File: src/rtl/hazard_sequencer_if.sv
// Hazard control bundle between the RV32 pipeline datapath and hazard_sequencer.
// The core (master) supplies decoded register indices and EX-stage events; the sequencer (slave) returns stall/flush enables.
interface hazard_sequencer_if #(
  parameter int CNT_W = 16
);
  logic [4:0]       Rs1D;
  logic [4:0]       Rs2D;
  logic [4:0]       RdE;
  logic             LoadE;
  logic             PCSrcE;
  logic             MdStartE;
  logic             StallF;
  logic             StallD;
  logic             StallE;
  logic             FlushD;
  logic             FlushE;
  logic             FlushM;
  logic             MdBusy;
  logic [CNT_W-1:0] StallCycles;
  logic [CNT_W-1:0] FlushCycles;

  modport master (
    output Rs1D, Rs2D, RdE, LoadE, PCSrcE, MdStartE,
    input  StallF, StallD, StallE, FlushD, FlushE, FlushM, MdBusy,
    input  StallCycles, FlushCycles
  );

  modport slave (
    input  Rs1D, Rs2D, RdE, LoadE, PCSrcE, MdStartE,
    output StallF, StallD, StallE, FlushD, FlushE, FlushM, MdBusy,
    output StallCycles, FlushCycles
  );
endinterface

File: src/rtl/hazard_sequencer.sv
// Stall/flush generation for the 5-stage RV32 pipeline: mul/div sequencing, load-use and branch flushes.
// Define HAZARD_PERF_EN to build the saturating StallCycles/FlushCycles counters; otherwise they read 0.
module hazard_sequencer #(
  parameter int MD_LATENCY = 4,
  parameter int CNT_W      = 16
) (
  input  logic                clk,
  input  logic                rst,
  hazard_sequencer_if.slave   hz
);

  typedef enum logic {
    RUN     = 1'b0,
    MD_WAIT = 1'b1
  } state_t;

  // A single-cycle mul/div never needs to hold the pipeline.
  localparam bit         MD_MULTI = (MD_LATENCY > 1);
  localparam logic [3:0] CNT_LOAD = MD_MULTI ? 4'(MD_LATENCY - 2) : 4'd0;

  state_t     state_reg;
  logic [3:0] cnt_reg;
  logic       md_stall;
  logic       lw_stall;
  logic       pc_flush;
  logic       rs_match;

  always_ff @(posedge clk) begin
    if (rst) begin
      state_reg <= RUN;
      cnt_reg   <= 4'd0;
    end else begin
      case (state_reg)
        RUN: begin
          if (hz.MdStartE && MD_MULTI) begin
            state_reg <= MD_WAIT;
            cnt_reg   <= CNT_LOAD;
          end
        end
        MD_WAIT: begin
          // cnt==0 is the completion cycle: EX result leaves this cycle.
          if (cnt_reg == 4'd0) begin
            state_reg <= RUN;
          end else begin
            cnt_reg <= cnt_reg - 4'd1;
          end
        end
        default: begin
          state_reg <= RUN;
          cnt_reg   <= 4'd0;
        end
      endcase
    end
  end

  assign rs_match = (hz.RdE == hz.Rs1D) || (hz.RdE == hz.Rs2D);

  always_comb begin
    md_stall = 1'b0;
    lw_stall = 1'b0;
    pc_flush = 1'b0;
    if (!rst) begin
      md_stall = ((state_reg == RUN) && hz.MdStartE && MD_MULTI) ||
                 ((state_reg == MD_WAIT) && (cnt_reg != 4'd0));
      lw_stall = hz.LoadE && (hz.RdE != 5'd0) && rs_match;
      pc_flush = hz.PCSrcE;
    end
  end

  // While a mul/div owns EX, load-use and branch requests belong to a younger instruction.
  assign hz.StallF = md_stall | lw_stall;
  assign hz.StallD = md_stall | lw_stall;
  assign hz.StallE = md_stall;
  assign hz.FlushM = md_stall;
  assign hz.FlushD = ~md_stall & pc_flush;
  assign hz.FlushE = ~md_stall & (lw_stall | pc_flush);
  assign hz.MdBusy = md_stall;

`ifdef HAZARD_PERF_EN
  logic [1:0]       perf_event;
  logic [CNT_W-1:0] perf_cnt_reg [2];

  assign perf_event[0] = hz.StallF;
  assign perf_event[1] = hz.FlushD | hz.FlushE;

  generate
    for (genvar gi = 0; gi < 2; gi++) begin : g_perf
      logic [CNT_W-1:0] perf_cnt_next;

      // Saturate instead of wrapping so long runs still read as "at least max".
      always_comb begin
        perf_cnt_next = perf_cnt_reg[gi];
        if (perf_event[gi] && (perf_cnt_reg[gi] != {CNT_W{1'b1}})) begin
          perf_cnt_next = perf_cnt_reg[gi] + CNT_W'(1);
        end
      end

      always_ff @(posedge clk) begin
        if (rst) begin
          perf_cnt_reg[gi] <= {CNT_W{1'b0}};
        end else begin
          perf_cnt_reg[gi] <= perf_cnt_next;
        end
      end
    end
  endgenerate

  assign hz.StallCycles = perf_cnt_reg[0];
  assign hz.FlushCycles = perf_cnt_reg[1];
`else
  assign hz.StallCycles = {CNT_W{1'b0}};
  assign hz.FlushCycles = {CNT_W{1'b0}};
`endif

endmodule

File: src/flat_wrapper.sv
// flat-port wrapper written by rule: the top's interface ports become plain ports
module hazard_sequencer_flat 
#(
  parameter int MD_LATENCY = 4,
  parameter int CNT_W      = 16
)
  (clk, rst, hz_Rs1D, hz_Rs2D, hz_RdE, hz_LoadE, hz_PCSrcE, hz_MdStartE, hz_StallF, hz_StallD, hz_StallE, hz_FlushD, hz_FlushE, hz_FlushM, hz_MdBusy, hz_StallCycles, hz_FlushCycles);
  hazard_sequencer_if #(.CNT_W(CNT_W)) hz_i ();
  input  logic clk;
  input  logic rst;
  input wire logic [$bits(hz_i.Rs1D)-1:0] hz_Rs1D;
  input wire logic [$bits(hz_i.Rs2D)-1:0] hz_Rs2D;
  input wire logic [$bits(hz_i.RdE)-1:0] hz_RdE;
  input wire logic [$bits(hz_i.LoadE)-1:0] hz_LoadE;
  input wire logic [$bits(hz_i.PCSrcE)-1:0] hz_PCSrcE;
  input wire logic [$bits(hz_i.MdStartE)-1:0] hz_MdStartE;
  output wire logic [$bits(hz_i.StallF)-1:0] hz_StallF;
  output wire logic [$bits(hz_i.StallD)-1:0] hz_StallD;
  output wire logic [$bits(hz_i.StallE)-1:0] hz_StallE;
  output wire logic [$bits(hz_i.FlushD)-1:0] hz_FlushD;
  output wire logic [$bits(hz_i.FlushE)-1:0] hz_FlushE;
  output wire logic [$bits(hz_i.FlushM)-1:0] hz_FlushM;
  output wire logic [$bits(hz_i.MdBusy)-1:0] hz_MdBusy;
  output wire logic [$bits(hz_i.StallCycles)-1:0] hz_StallCycles;
  output wire logic [$bits(hz_i.FlushCycles)-1:0] hz_FlushCycles;
  assign hz_i.Rs1D = hz_Rs1D;
  assign hz_i.Rs2D = hz_Rs2D;
  assign hz_i.RdE = hz_RdE;
  assign hz_i.LoadE = hz_LoadE;
  assign hz_i.PCSrcE = hz_PCSrcE;
  assign hz_i.MdStartE = hz_MdStartE;
  assign hz_StallF = hz_i.StallF;
  assign hz_StallD = hz_i.StallD;
  assign hz_StallE = hz_i.StallE;
  assign hz_FlushD = hz_i.FlushD;
  assign hz_FlushE = hz_i.FlushE;
  assign hz_FlushM = hz_i.FlushM;
  assign hz_MdBusy = hz_i.MdBusy;
  assign hz_StallCycles = hz_i.StallCycles;
  assign hz_FlushCycles = hz_i.FlushCycles;
  hazard_sequencer #(.MD_LATENCY(MD_LATENCY), .CNT_W(CNT_W)) u_core (.clk(clk), .rst(rst), .hz(hz_i));
endmodule
File: config.mk
export PLATFORM = sky130hd
export DESIGN_NAME = hazard_sequencer_flat
export DESIGN_NICKNAME = d
export VERILOG_FILES = /design/src/rtl/hazard_sequencer_if.sv /design/src/rtl/hazard_sequencer.sv /design/src/flat_wrapper.sv
export SDC_FILE = /design/constraint.sdc
export NUM_CORES = 1
export LEC_CHECK = 0
export BUFFER_PORTS_ARGS = -buffer_cell sky130_fd_sc_hd__buf_2
export CORE_MARGIN = 4
export CORE_UTILIZATION = 25
export CTS_BUF_LIST = sky130_fd_sc_hd__clkbuf_4 sky130_fd_sc_hd__clkbuf_8
export DETAILED_ROUTE_END_ITERATION = 7
export GPL_TIMING_DRIVEN = 0
export PLACE_DENSITY = 0.56
export SYNTH_ARGS = -nofsm -noshare
export SYNTH_HDL_FRONTEND = slang
export SYNTH_SLANG_ARGS = --single-unit
File: constraint.sdc
create_clock -name clk -period 1.4 [get_ports clk]
set_input_delay 0.14 -clock clk [delete_from_list [all_inputs] [get_ports clk]]
set_output_delay 0.14 -clock clk [all_outputs]
set_load 0.1 [all_outputs]
# After elaboration in Yosys (flattened, before gate mapping)

Cells that the tools add are included.

Register bits after elaboration: 5
Input port bits: 20
Output and inout bits: 39
Logic and storage cells: 32

Add/subtract/negate cells: 1
Eq/ne operators: 4
Multiplexer cells: 9
Bitwise logic cells: 6
Reductions and logical operators: 10

Operators by type and width:

| operator                                         | number |
|---|---|
| equality test 5 bit                              | 2 |
| two-way mux 4 bit                                | 2 |
| one-hot mux 4 bit (2 select lines)               | 1 |
| two-way mux 1 bit                                | 5 |
| nonzero test 5 bit                               | 1 |
| logical AND 1 bit                                | 4 |
| zero test 4 bit                                  | 1 |
| != test 2 bit, second input constant             | 2 |
| nonzero test 4 bit                               | 1 |
| subtractor 4 x 1 -> 4 bit, second input constant | 1 |
| bitwise AND 1 bit                                | 2 |
| logical OR 1 bit                                 | 2 |
| inverter 1 bit                                   | 2 |
| OR 1 bit                                         | 2 |
| one-hot mux 1 bit (2 select lines)               | 1 |
| AND reduction 2 bit                              | 1 |

# Depth between registers and ports, before layout

Gate-level depths: netlist of run 1.

Depth after elaboration: 6
Depth in mapped cells: 6
Mapped depth without buffers: 6

# Worst setup path before layout of run 1

Ideal clock, no wire load.

Path kind: flip-flop to output port
Start point: register u_core.cnt_reg[0]
End point: output hz_FlushE
Arrival time: 4.619 ns
Data required time: 1.260 ns
Slack: -3.359 ns
Stages on the path, launching flop included: 6
Buffers on the path: 0
Path through: dfxtp_1 inv_1 ha_1 a311oi_2 nor3b_1 o21bai_1

Word-level cells in the longest chain between the ends: 6

RTL lines:

| item                   | line                   | source |
|---|---|---|
| from (decl)            | hazard_sequencer.sv:22 | `logic [3:0] cnt_reg;` |
| from (signal assigned) | hazard_sequencer.sv:45 | `cnt_reg <= cnt_reg - 4'd1;` |
| nonzero test 4 bit     | hazard_sequencer.sv:64 | `((state_reg == MD_WAIT) && (cnt_reg != 4'd0));` |
| logical AND 1 bit      | hazard_sequencer.sv:64 |  |
| logical OR 1 bit       | hazard_sequencer.sv:63 | `md_stall = ((state_reg == RUN) && hz.MdStartE && MD_MULTI) \|\|` |
| two-way mux 1 bit      | hazard_sequencer.sv:62 | `if (!rst) begin` |
| net hz_FlushM          | flat_wrapper.sv:22     | `output wire logic [$bits(hz_i.FlushM)-1:0] hz_FlushM;` |
| inverter 1 bit         | hazard_sequencer.sv:76 | `assign hz.FlushE = ~md_stall & (lw_stall \| pc_flush);` |
| bitwise AND 1 bit      | hazard_sequencer.sv:76 |  |
| to (decl)              | flat_wrapper.sv:21     | `output wire logic [$bits(hz_i.FlushE)-1:0] hz_FlushE;` |

The timed path passes the listed nets, and every way through them passes these cells.

# Worst setup path after layout of run 1

Start point: register u_core.cnt_reg[0]
End point: output hz_FlushE

Word-level cells in the longest chain between the ends: 6

RTL lines:

| item               | line |
|---|---|
| nonzero test 4 bit | hazard_sequencer.sv:64 |
| logical AND 1 bit  | hazard_sequencer.sv:64 |
| logical OR 1 bit   | hazard_sequencer.sv:63 |
| two-way mux 1 bit  | hazard_sequencer.sv:62 |
| inverter 1 bit     | hazard_sequencer.sv:76 |
| bitwise AND 1 bit  | hazard_sequencer.sv:76 |

No other way between the ends.

==> flow_summary.json, run 1 <==
{
  "outcome": "finished, violations left",
  "violations": "setup timing",
  "yosys.area_share.xor_xnor_pct": 13.5,
  "synth_edf_count": 0,
  "die_h_um": 61.4,
  "synth_top_family_by_area": "buffers and inverters",
  "ff2ff_path_depth": 7,
  "antenna_cells": 0,
  "async_flop_share_pct": 0,
  "drc": 0,
  "core-area_sq_mm": 0.00273,
  "port_buffers": 25,
  "rsz0062_at_grt": "true",
  "power.switching_uw": 762,
  "p_leak_nw": 0.695,
  "pwr-share-comb_pct": 73.2,
  "grt_max_degree": 10,
  "relSlewSlack_pct": 64.6,
  "clk_pin_slew_ns": 0.05,
  "crit_start": "u_core.cnt_reg[0]$_SDFFE_PP0P_",
  "regToRegEndpoint": "u_core.cnt_reg[0]$_SDFFE_PP0P_",
  "critPathKind": "reg -> out",
  "drt_pass1_iterations": 4,
  "r2r_slack_ns": -0.12,
  "whs_ns": 0.276,
  "cp_data_arrival_time_ns": 1.64,
  "timing.final.ws_setup_ns": -0.377,
  "start_util_pct": 26.0,
  "final_nets": 182,
  "fp-row-count": 19,
  "htree_levels": 1,
  "crit_end": "hz_FlushE",
  "grt_first_pass_wirelength_um": 2680,
  "crit_path_start_kind": "flip-flop",
  "antenna_found_initial": 0,
  "gp_congestion": 0.703,
  "drv_slew": 0,
  "peakVddDrop_v": 0.000659,
  "critPathMaxFanout": 3,
  "internal_power_uw": 596,
  "hold_viol_final": 0,
  "dieWidth_um": 61.4,
  "period_minus_slack_ns": 1.78,
  "synth_compound_area_share_pct": 11.4,
  "clk_latency_ns": 0.25,
  "wire_per_inst_um": 9.64,
  "cp.required_ns": 1.26,
  "syn_area_sq_um": 712,
  "postCtsHoldBufs": 0,
  "timing.max_cap.violations": 0,
  "synth_adder_area_share_pct": 3.51,
  "grt_usage_pct": 9.63,
  "synth_ff_type": "dfxtp_1",
  "synthMuxAreaShare_pct": 1.41,
  "p_clk_share_pct": 14.2,
  "vias": 704,
  "post-dp-hpwl_um": 1390,
  "grt_pass1_vias": 638,
  "switching_share_pct": 56.1,
  "synth.avg_cell_area_sq_um": 8.00,
  "r2r-start": "u_core.cnt_reg[1]$_SDFFE_PP0P_",
  "ys_ff_latch": 5,
  "cts_tree": "done",
  "largest_reg_flops": 4,
  "worst_pin_slew_ns": 0.530,
  "overflow": 0,
  "yosysWarnings": 0,
  "clockBufferDepth": 2,
  "synth_cells": 89,
  "dieArea_sq_mm": 0.00377,
  "yosysUniqueCellTypes": 27,
  "fin_worst_skew_ns": 0.00258,
  "drive_above_1_share_pct": 59.7,
  "power_density_mw_per_mm2": 1030,
  "detail_route.vias_per_cell": 3.71,
  "seqPwrFrac_pct": 12.6,
  "fmax_ghz": 0.563,
  "cts.sinks": 5,
  "antenna_left": 0,
  "ios": 59,
  "end_kind": "output pin",
  "synthToLayoutAreaGrowth_pct": 85.9,
  "hold_path_class": "in -> reg",
  "yosys.area_share.simple_pct": 16.0,
  "first_iter_violations": 7,
  "ys_seq_area_share_pct": 14.1,
  "setup_violations": 11,
  "wirelength_um": 1830,
  "cts_root_buf": "clkbuf_4",
  "fin_total_pwr_mw": 1.36,
  "period_share_pct": 127,
  "cts_buffers": 3
}
worst max-delay path, cell delays in order (launching register included):
cell and delay [ns]:
dfxtp_2 0.35, inv_4 0.05, ha_4 0.16, a311oi_4 0.23, buf_4 0.18, nor3b_4 0.04
o21bai_4 0.20, buf_12 0.18
synth_stat cells (2+ instances only):
cell / instances / area, sq um
buf_4: 36 / 270
xor2_1: 11 / 96.3
dfxtp_1: 5 / 100
nor2_1: 5 / 18.8
nor3_1: 3 / 15.0
a21oi_1: 2 / 10.0
a311oi_1: 2 / 17.5
ha_1: 2 / 25.0
inv_1: 2 / 7.51
nor2b_1: 2 / 12.5
o21bai_1: 2 / 15.0
or3_1: 2 / 12.5
metrics by stage:
step | cells | area, sq um | utilization, % | setup WS, ns | TNS, ns
after floorplan | 120 | 910 | - | -1.14 | -5.51
after CTS | 186 | 1280 | 46.9 | -0.411 | -2.41
after global placement | 176 | 1070 | 39.3 | -0.373 | -1.73
final | 190 | 1320 | 48.4 | -0.377 | -2.30
after detailed placement | 176 | 1070 | 39.3 | -0.384 | -2.02
after global routing | 190 | 1320 | 48.4 | -0.428 | -2.86
timing repair:
action,in CTS,in global routing
endpoints found under the setup margin,11,11
resized for setup,36,4
buffers inserted,6,4
pin swaps,6,4
layer usage:
| metal | wire (um) | track usage (%) |
|---|---|---|
| met4 | 23 | 4.55 |
| met1 | 517 | 8.77 |
| met2 | 1070 | 19.5 |
| met5 | 0 | 0 |
| met3 | 219 | 2.31 |
cells by family (layout without fill, tap and decap cells):
kind of cell / Yosys count / in the layout
xor gates and xnor gates: 11 / 11
AOI/OAI and AO/OA: 10 / 10
other: 1 / 32
buffers and inverters: 39 / 78
muxes: 1 / 1
DFF: 5 / 5
and+or+nand+nor: 20 / 20
adders and majority gates: 2 / 2
worst min-delay path by stage:
stage | startpoint | cells past startpoint | slack (ns) | to
floorplan | hz_MdStartE | 2 | 0.37 | u_core.state_reg$_SDFF_PP0_
global placement | u_core.cnt_reg[3]$_SDFFE_PP0P_ | 2 | 0.48 | u_core.cnt_reg[3]$_SDFFE_PP0P_
detailed placement | u_core.cnt_reg[3]$_SDFFE_PP0P_ | 2 | 0.49 | u_core.cnt_reg[3]$_SDFFE_PP0P_
CTS | hz_MdStartE | 3 | 0.27 | u_core.state_reg$_SDFF_PP0_
global route | hz_MdStartE | 3 | 0.29 | u_core.state_reg$_SDFF_PP0_
finish | hz_MdStartE | 3 | 0.28 | u_core.state_reg$_SDFF_PP0_
area by class of cell:
type | instances | area [sq um]
plain buffers | 37 | 302
clock buffers | 4 | 30.0
fillers | 275 | 1410
inverters | 2 | 10.0
multi-input cells | 76 | 532
flip-flops and latches | 5 | 106
well taps | 31 | 38.8
repair buffers | 35 | 305
power by group through the flow:
stage          clock [mW]  combinational [mW]  sequential [mW]
3_3_place_gp            0               0.833            0.169
2_1_floorplan           0               0.766            0.167
5_1_grt             0.210                1.04            0.173
3_5_place_dp            0               0.840            0.170
6_report            0.193               0.994            0.171
4_1_cts             0.200               0.966            0.168
cell usage in the layout (no fill, tap or decap):
cell | synthesis | final
nand2b_1 | 1 | 1
buf_6 | 0 | 2
buf_2 | 0 | 18
nor2_1 | 5 | 4
or4_4 | 1 | 1
a311oi_1 | 2 | 2
a311oi_4 | 0 | 1
or3b_4 | 0 | 1
buf_12 | 0 | 8
or2_1 | 1 | 1
buf_1 | 1 | 1
buf_4 | 36 | 42
o21bai_4 | 0 | 2
ha_4 | 0 | 1
or3_1 | 2 | 2
nand2_2 | 0 | 1
a21oi_1 | 2 | 2
nor2b_1 | 2 | 2
inv_4 | 0 | 1
inv_2 | 0 | 1
nor3_1 | 3 | 3
nor2_4 | 0 | 2
ha_1 | 2 | 1
dfxtp_2 | 0 | 5
mux2i_1 | 1 | 1
clkbuf_4 | 0 | 4
a22oi_1 | 1 | 1
nor3b_4 | 0 | 1
a211oi_2 | 0 | 1
xor2_1 | 11 | 11
nand3_2 | 0 | 1
conb_1 | 1 | 32
o21ai_2 | 1 | 1
buf_8 | 0 | 1
(Power assumes the default switching activity.)
==> run 2, diff against run 1 <==
--- a/config.mk
+++ b/config.mk
@@ -6,7 +6,6 @@
 export NUM_CORES = 1
 export LEC_CHECK = 0
 export BUFFER_PORTS_ARGS = -buffer_cell sky130_fd_sc_hd__buf_2
-export CORE_MARGIN = 4
 export CORE_UTILIZATION = 25
 export CTS_BUF_LIST = sky130_fd_sc_hd__clkbuf_4 sky130_fd_sc_hd__clkbuf_8
 export DETAILED_ROUTE_END_ITERATION = 7
==> run 2 against run 1 <==
- the flow still finishes with violations (setup timing)
- non-clock buffer count is 3 lower
- sequential share of layout area grew 0.50 points
- cell count decreased by 2.1%
- utilization up 0.85 points
- sequential cell count unchanged
- power is 2.5% lower
- global-route usage rose by 0.85 points
- maximum frequency decreased by 0.39%
- critical path depth stayed put
- first-iteration DRC count grew to 3.9 times the previous value
- via count fell by 1.8%
- clock power rose by 2%
- critical path type unchanged
- largest cell class unchanged
- largest power group unchanged
==> flow_summary.json, run 2 (synthesis gave the netlist of run 1 again) <==
{
  "final_common_cell": "buf_4",
  "hold_path_startpoint": "hz_MdStartE",
  "htree_levels": 1,
  "fmax_ghz": 0.561,
  "timing.final.ws_setup_ns": -0.384,
  "hold_viol_final": 0,
  "outcome": "finished, violations left",
  "r2r-start": "u_core.cnt_reg[1]$_SDFFE_PP0P_",
  "antenna_left": 0,
  "setup_violations": 11,
  "critPathMaxFanout": 3,
  "postCtsHoldBufs": 0,
  "hold_path_end": "u_core.state_reg$_SDFF_PP0_",
  "grt_first_pass_wirelength_um": 2590,
  "grt_pass1_vias": 655,
  "start_util_pct": 27.5,
  "relSlewSlack_pct": 66.2,
  "crit_path_start_kind": "flip-flop",
  "antenna_cells": 0,
  "drt_pass1_iterations": 2,
  "drc": 0,
  "fin_cells": 186,
  "grt_usage_pct": 10.5,
  "layout_common_cells": "buf_4 (39), conb_1 (32), buf_2 (19)",
  "gp_congestion": 0.766,
  "overflow": 0,
  "detail_route.vias_per_cell": 3.72,
  "cts_buffers": 3,
  "min_delay_path_depth": 3,
  "cp_cell_sequence": "inv_2, ha_4, a311oi_4, buf_4, or2_4, o21bai_4, buf_12",
  "r2r_slack_ns": -0.09,
  "port_buffers": 25,
  "peakVddDrop_v": 0.000659,
  "clockBufferDepth": 2,
  "dieArea_sq_mm": 0.00307,
  "ff2ff_path_depth": 6,
  "cp_data_arrival_time_ns": 1.64,
  "vias": 691,
  "fp-row-count": 18,
  "drv_slew": 0,
  "cts_tree": "done",
  "dp_cells": 175,
  "ios": 59,
  "period_minus_slack_ns": 1.78,
  "p_leak_nw": 0.677,
  "fin_tns_setup_ns": -2.54,
  "wire_per_inst_um": 8.91,
  "grt_max_degree": 10,
  "period_share_pct": 127,
  "dieWidth_um": 55.4,
  "final_nets": 179,
  "regToRegEndpoint": "u_core.cnt_reg[0]$_SDFFE_PP0P_",
  "violations": "setup timing",
  "synthToLayoutAreaGrowth_pct": 79.3,
  "fin_worst_skew_ns": 0.00128,
  "clk_pin_slew_ns": 0.05,
  "cts.sinks": 5,
  "cp.required_ns": 1.26,
  "hold_path_class": "in -> reg",
  "drive_above_1_share_pct": 57.7,
  "slowest_delay_ns": 0.32,
  "post-dp-hpwl_um": 1240,
  "clk_latency_ns": 0.25,
  "cts_root_buf": "clkbuf_4",
  "antenna_found_initial": 0,
  "critPathKind": "reg -> out",
  "power_density_mw_per_mm2": 1040,
  "core-area_sq_mm": 0.00259,
  "timing.max_cap.violations": 0,
  "end_kind": "output pin",
  "slowest_stage": "dfxtp_2",
  "wirelength_um": 1660,
  "rsz0062_at_grt": "true",
  "die_h_um": 55.4,
  "worst_pin_slew_ns": 0.506,
  "largest_reg_flops": 4,
  "first_iter_violations": 27
}
run 2: cell types whose count changed in the layout (fill, tap and decap cells not counted), sizes merged:
cell / delta
buf: -3
run 2: repair_timing:
action | CTS | global route
resized for setup | 27 | 8
setup buffers | 6 | 2
pin swaps | 2 | 5
setup endpoints to repair | 11 | 11
run 2: per-stage QoR:
| stage | setup slack [ns] | hold WS (ns) | util [%] | total power [mW] | cell area (sq um) |
|---|---|---|---|---|---|
| after floorplan | -1.14 | 0.370 | - | 0.933 | 910 |
| after global placement | -0.372 | 0.480 | 41.4 | 1.00 | 1070 |
| after detailed placement | -0.374 | 0.490 | 41.4 | 1.01 | 1070 |
| after CTS | -0.402 | 0.261 | 48.2 | 1.31 | 1250 |
| after global routing | -0.436 | 0.262 | 49.3 | 1.37 | 1280 |
| final | -0.384 | 0.243 | 49.3 | 1.32 | 1280 |
run 2: how the worst max path moves through the flow:
stage | cells past startpoint | endpoint | start | slack, ns
CTS | 7 | hz_FlushE | u_core.cnt_reg[0]$_SDFFE_PP0P_ | -0.40
finish | 7 | hz_FlushE | u_core.cnt_reg[1]$_SDFFE_PP0P_ | -0.38
floorplan | 5 | hz_FlushE | u_core.state_reg$_SDFF_PP0_ | -1.14
global route | 7 | hz_FlushE | u_core.cnt_reg[1]$_SDFFE_PP0P_ | -0.44
detailed placement | 6 | hz_StallF | u_core.cnt_reg[0]$_SDFFE_PP0P_ | -0.37
global placement | 6 | hz_StallF | u_core.cnt_reg[0]$_SDFFE_PP0P_ | -0.37
run 2: where the power goes:
group | internal (mW) | total (mW) | switching, mW
logic | 0.281 | 0.947 | 0.666
clock network | 0.128 | 0.197 | 0.0692
registers | 0.159 | 0.180 | 0.0213
run 2: layer usage:
metal  track usage, %  vias to the layer above  wire length [um]
met3             2.11                        3               122
met2             21.5                       36               918
met1             9.32                      292               594
li1                 -                      360                 -
met5                0                        -                 0
met4             5.36                        0                22
run 2: worst max-delay path: cells and delay by family, from the launching register on:
family | cells | cell delay, ns
AO/OA/AOI/OAI | 2 | 0.25
adder cells (fa/ha/maj) | 1 | 0.15
buffers and inverters | 3 | 0.43
flip-flops | 1 | 0.32
AND/OR/NAND/NOR | 1 | 0.24
run 2: layout make-up:
type | instances | area, sq um
buffer | 36 | 287
clock buffer | 4 | 30.0
fill | 266 | 1310
inverter | 2 | 10.0
multi-input combinational | 76 | 524
sequential | 5 | 109
tap | 30 | 37.5
timing repair buffer | 33 | 279
==> run 3, diff against run 2 <==
--- a/config.mk
+++ b/config.mk
@@ -6,11 +6,14 @@
 export NUM_CORES = 1
 export LEC_CHECK = 0
 export BUFFER_PORTS_ARGS = -buffer_cell sky130_fd_sc_hd__buf_2
-export CORE_UTILIZATION = 25
+export CELL_PAD_IN_SITES_DETAIL_PLACEMENT = 1
+export CELL_PAD_IN_SITES_GLOBAL_PLACEMENT = 1
+export CORE_UTILIZATION = 23
 export CTS_BUF_LIST = sky130_fd_sc_hd__clkbuf_4 sky130_fd_sc_hd__clkbuf_8
 export DETAILED_ROUTE_END_ITERATION = 7
 export GPL_TIMING_DRIVEN = 0
-export PLACE_DENSITY = 0.56
+export PLACE_DENSITY = 0.75
+export SLEW_MARGIN = 20
 export SYNTH_ARGS = -nofsm -noshare
 export SYNTH_HDL_FRONTEND = slang
 export SYNTH_SLANG_ARGS = --single-unit
==> run 3 against run 2 <==
- the flow finishes with violations (DRC, setup timing)
- via count increased by 3.6%
- setup slack got worse by 0.0029 ns
- sequential power decreased by 6%
- sequential cell count unchanged
- global-route usage increased by 2.0 points
- wire length increased by 21%
- critical endpoint unchanged
- largest cell class unchanged
- largest power group unchanged
==> flow_summary.json, run 3 (synthesis gave the netlist of run 1 again) <==
{
  "die_h_um": 57.6,
  "cp.required_ns": 1.26,
  "clk_latency_ns": 0.25,
  "clockBufferDepth": 2,
  "fp-row-count": 19,
  "setup_violations": 11,
  "power_density_mw_per_mm2": 1040,
  "core-area_sq_mm": 0.00285,
  "fmax_ghz": 0.560,
  "cts.sinks": 5,
  "drt_pass1_iterations": 6,
  "critPathMaxFanout": 2,
  "cp_data_arrival_time_ns": 1.65,
  "cts_tree": "done",
  "relSlewSlack_pct": 65.0,
  "vias": 716,
  "crit_family": "compound AO/OA/AOI/OAI gates",
  "hold_path_class": "in -> reg",
  "cts_root_buf": "clkbuf_4",
  "dp_cells": 176,
  "antenna_left": 0,
  "cts_buffers": 3,
  "cp_num_buf_inv": 3,
  "period_share_pct": 128,
  "detail_route.vias_per_cell": 3.79,
  "dieArea_sq_mm": 0.00332,
  "worst_pin_slew_ns": 0.524,
  "htree_levels": 1,
  "fin_cells": 189,
  "grt_max_degree": 10,
  "drc": 8,
  "wire_per_inst_um": 10.6,
  "slowest_stage": "dfxtp_2",
  "period_minus_slack_ns": 1.79,
  "grt_first_pass_wirelength_um": 3110,
  "violations": "DRC, setup timing",
  "rsz0062_at_grt": "true",
  "port_buffers": 25,
  "postCtsHoldBufs": 0,
  "crit_path_start_kind": "flip-flop",
  "fin_total_pwr_mw": 1.37,
  "overflow": 0,
  "grt_usage_pct": 12.5,
  "slowest_delay_ns": 0.33,
  "antenna_cells": 0,
  "first_iter_violations": 23,
  "peakVddDrop_v": 0.000476,
  "timing.final.ws_setup_ns": -0.387,
  "post-dp-hpwl_um": 1450,
  "drive_above_1_share_pct": 58.2,
  "antenna_found_initial": 0,
  "gp_congestion": 0.619,
  "critPathKind": "reg -> out",
  "start_util_pct": 25.0,
  "largest_reg_flops": 4,
  "fin_worst_skew_ns": 0.00369,
  "outcome": "finished, violations left",
  "cp_cell_sequence": "inv_2, ha_4, a311oi_4, buf_4, nor3b_4, o21bai_4, buf_12",
  "wirelength_um": 2010,
  "ios": 59,
  "dieWidth_um": 57.6,
  "fillers": 354,
  "drv_slew": 0,
  "p_leak_nw": 0.689,
  "grt_pass1_vias": 690,
  "whs_ns": 0.271,
  "hold_viol_final": 0,
  "synthToLayoutAreaGrowth_pct": 84.5,
  "clk_pin_slew_ns": 0.05,
  "end_kind": "output pin",
  "final_common_cell": "buf_4",
  "final_nets": 181,
  "timing.max_cap.violations": 0,
  "layout_common_cells": "buf_4 (40), conb_1 (32), buf_2 (18)"
}
==> run 3: final timing paths <==
check,startpoint,cells past startpoint,to,slack (ns)
setup / recovery,u_core.cnt_reg[1]$_SDFFE_PP0P_,7,hz_FlushE,-0.39
hold / removal,hz_MdStartE,3,u_core.state_reg$_SDFF_PP0_,0.27
setup reg to reg,u_core.cnt_reg[1]$_SDFFE_PP0P_,8,u_core.cnt_reg[3]$_SDFFE_PP0P_,-0.21
hold reg to reg,u_core.cnt_reg[3]$_SDFFE_PP0P_,2,u_core.cnt_reg[3]$_SDFFE_PP0P_,0.55
==> run 3: power breakdown <==
group	switching, mW	internal, mW	leakage (nW)
clock network	0.0690	0.128	0.0184
registers	0.0123	0.158	0.0420
logic	0.692	0.309	0.629
total	0.773	0.595	0.689
==> run 3: final cells by class <==
type | count | area [sq um] | area share [%]
buffer | 36 | 287 | 21.8
clock buffer | 4 | 30.0 | 2.29
inverter | 2 | 10.0 | 0.762
multi-input combinational | 76 | 532 | 40.5
sequential | 5 | 104 | 7.90
tap | 31 | 38.8 | 2.95
timing repair buffer | 35 | 313 | 23.8
==> run 3: repair_timing <==
action                                  CTS  global route
gates resized for setup                  36             1
endpoints found under the setup margin   11            11
buffers inserted                          8             2
pin swaps                                 7             4
==> run 3: layer usage <==
metal  vias to the layer above  part of all wire (%)  global-route usage, %
li1                        363                     -                      -
met1                       313                    31                   10.8
met2                        37                    59                   26.9
met3                         3                   8.6                   1.56
met4                         0                   1.4                   6.27
met5                         -                     0                      0
==> run 3: through the flow <==
step	TNS [ns]	worst slack [ns]	utilization (%)	cell area, sq um
3_5_place_dp	-2.19	-0.419	37.6	1070
4_1_cts	-2.64	-0.451	45.4	1290
5_1_grt	-3.83	-0.439	46.1	1310
3_3_place_gp	-1.65	-0.362	37.6	1070
2_1_floorplan	-5.51	-1.14	-	910
6_report	-3.23	-0.387	46.1	1310
==> run 3: worst register-to-register path: cells and delay by family, from the launching register on <==
family,cells,cell delay (ns)
simple gates,3,0.63
compound gates,1,0.12
flops,1,0.33
fa+ha+maj,1,0.16
buf+inv,3,0.29
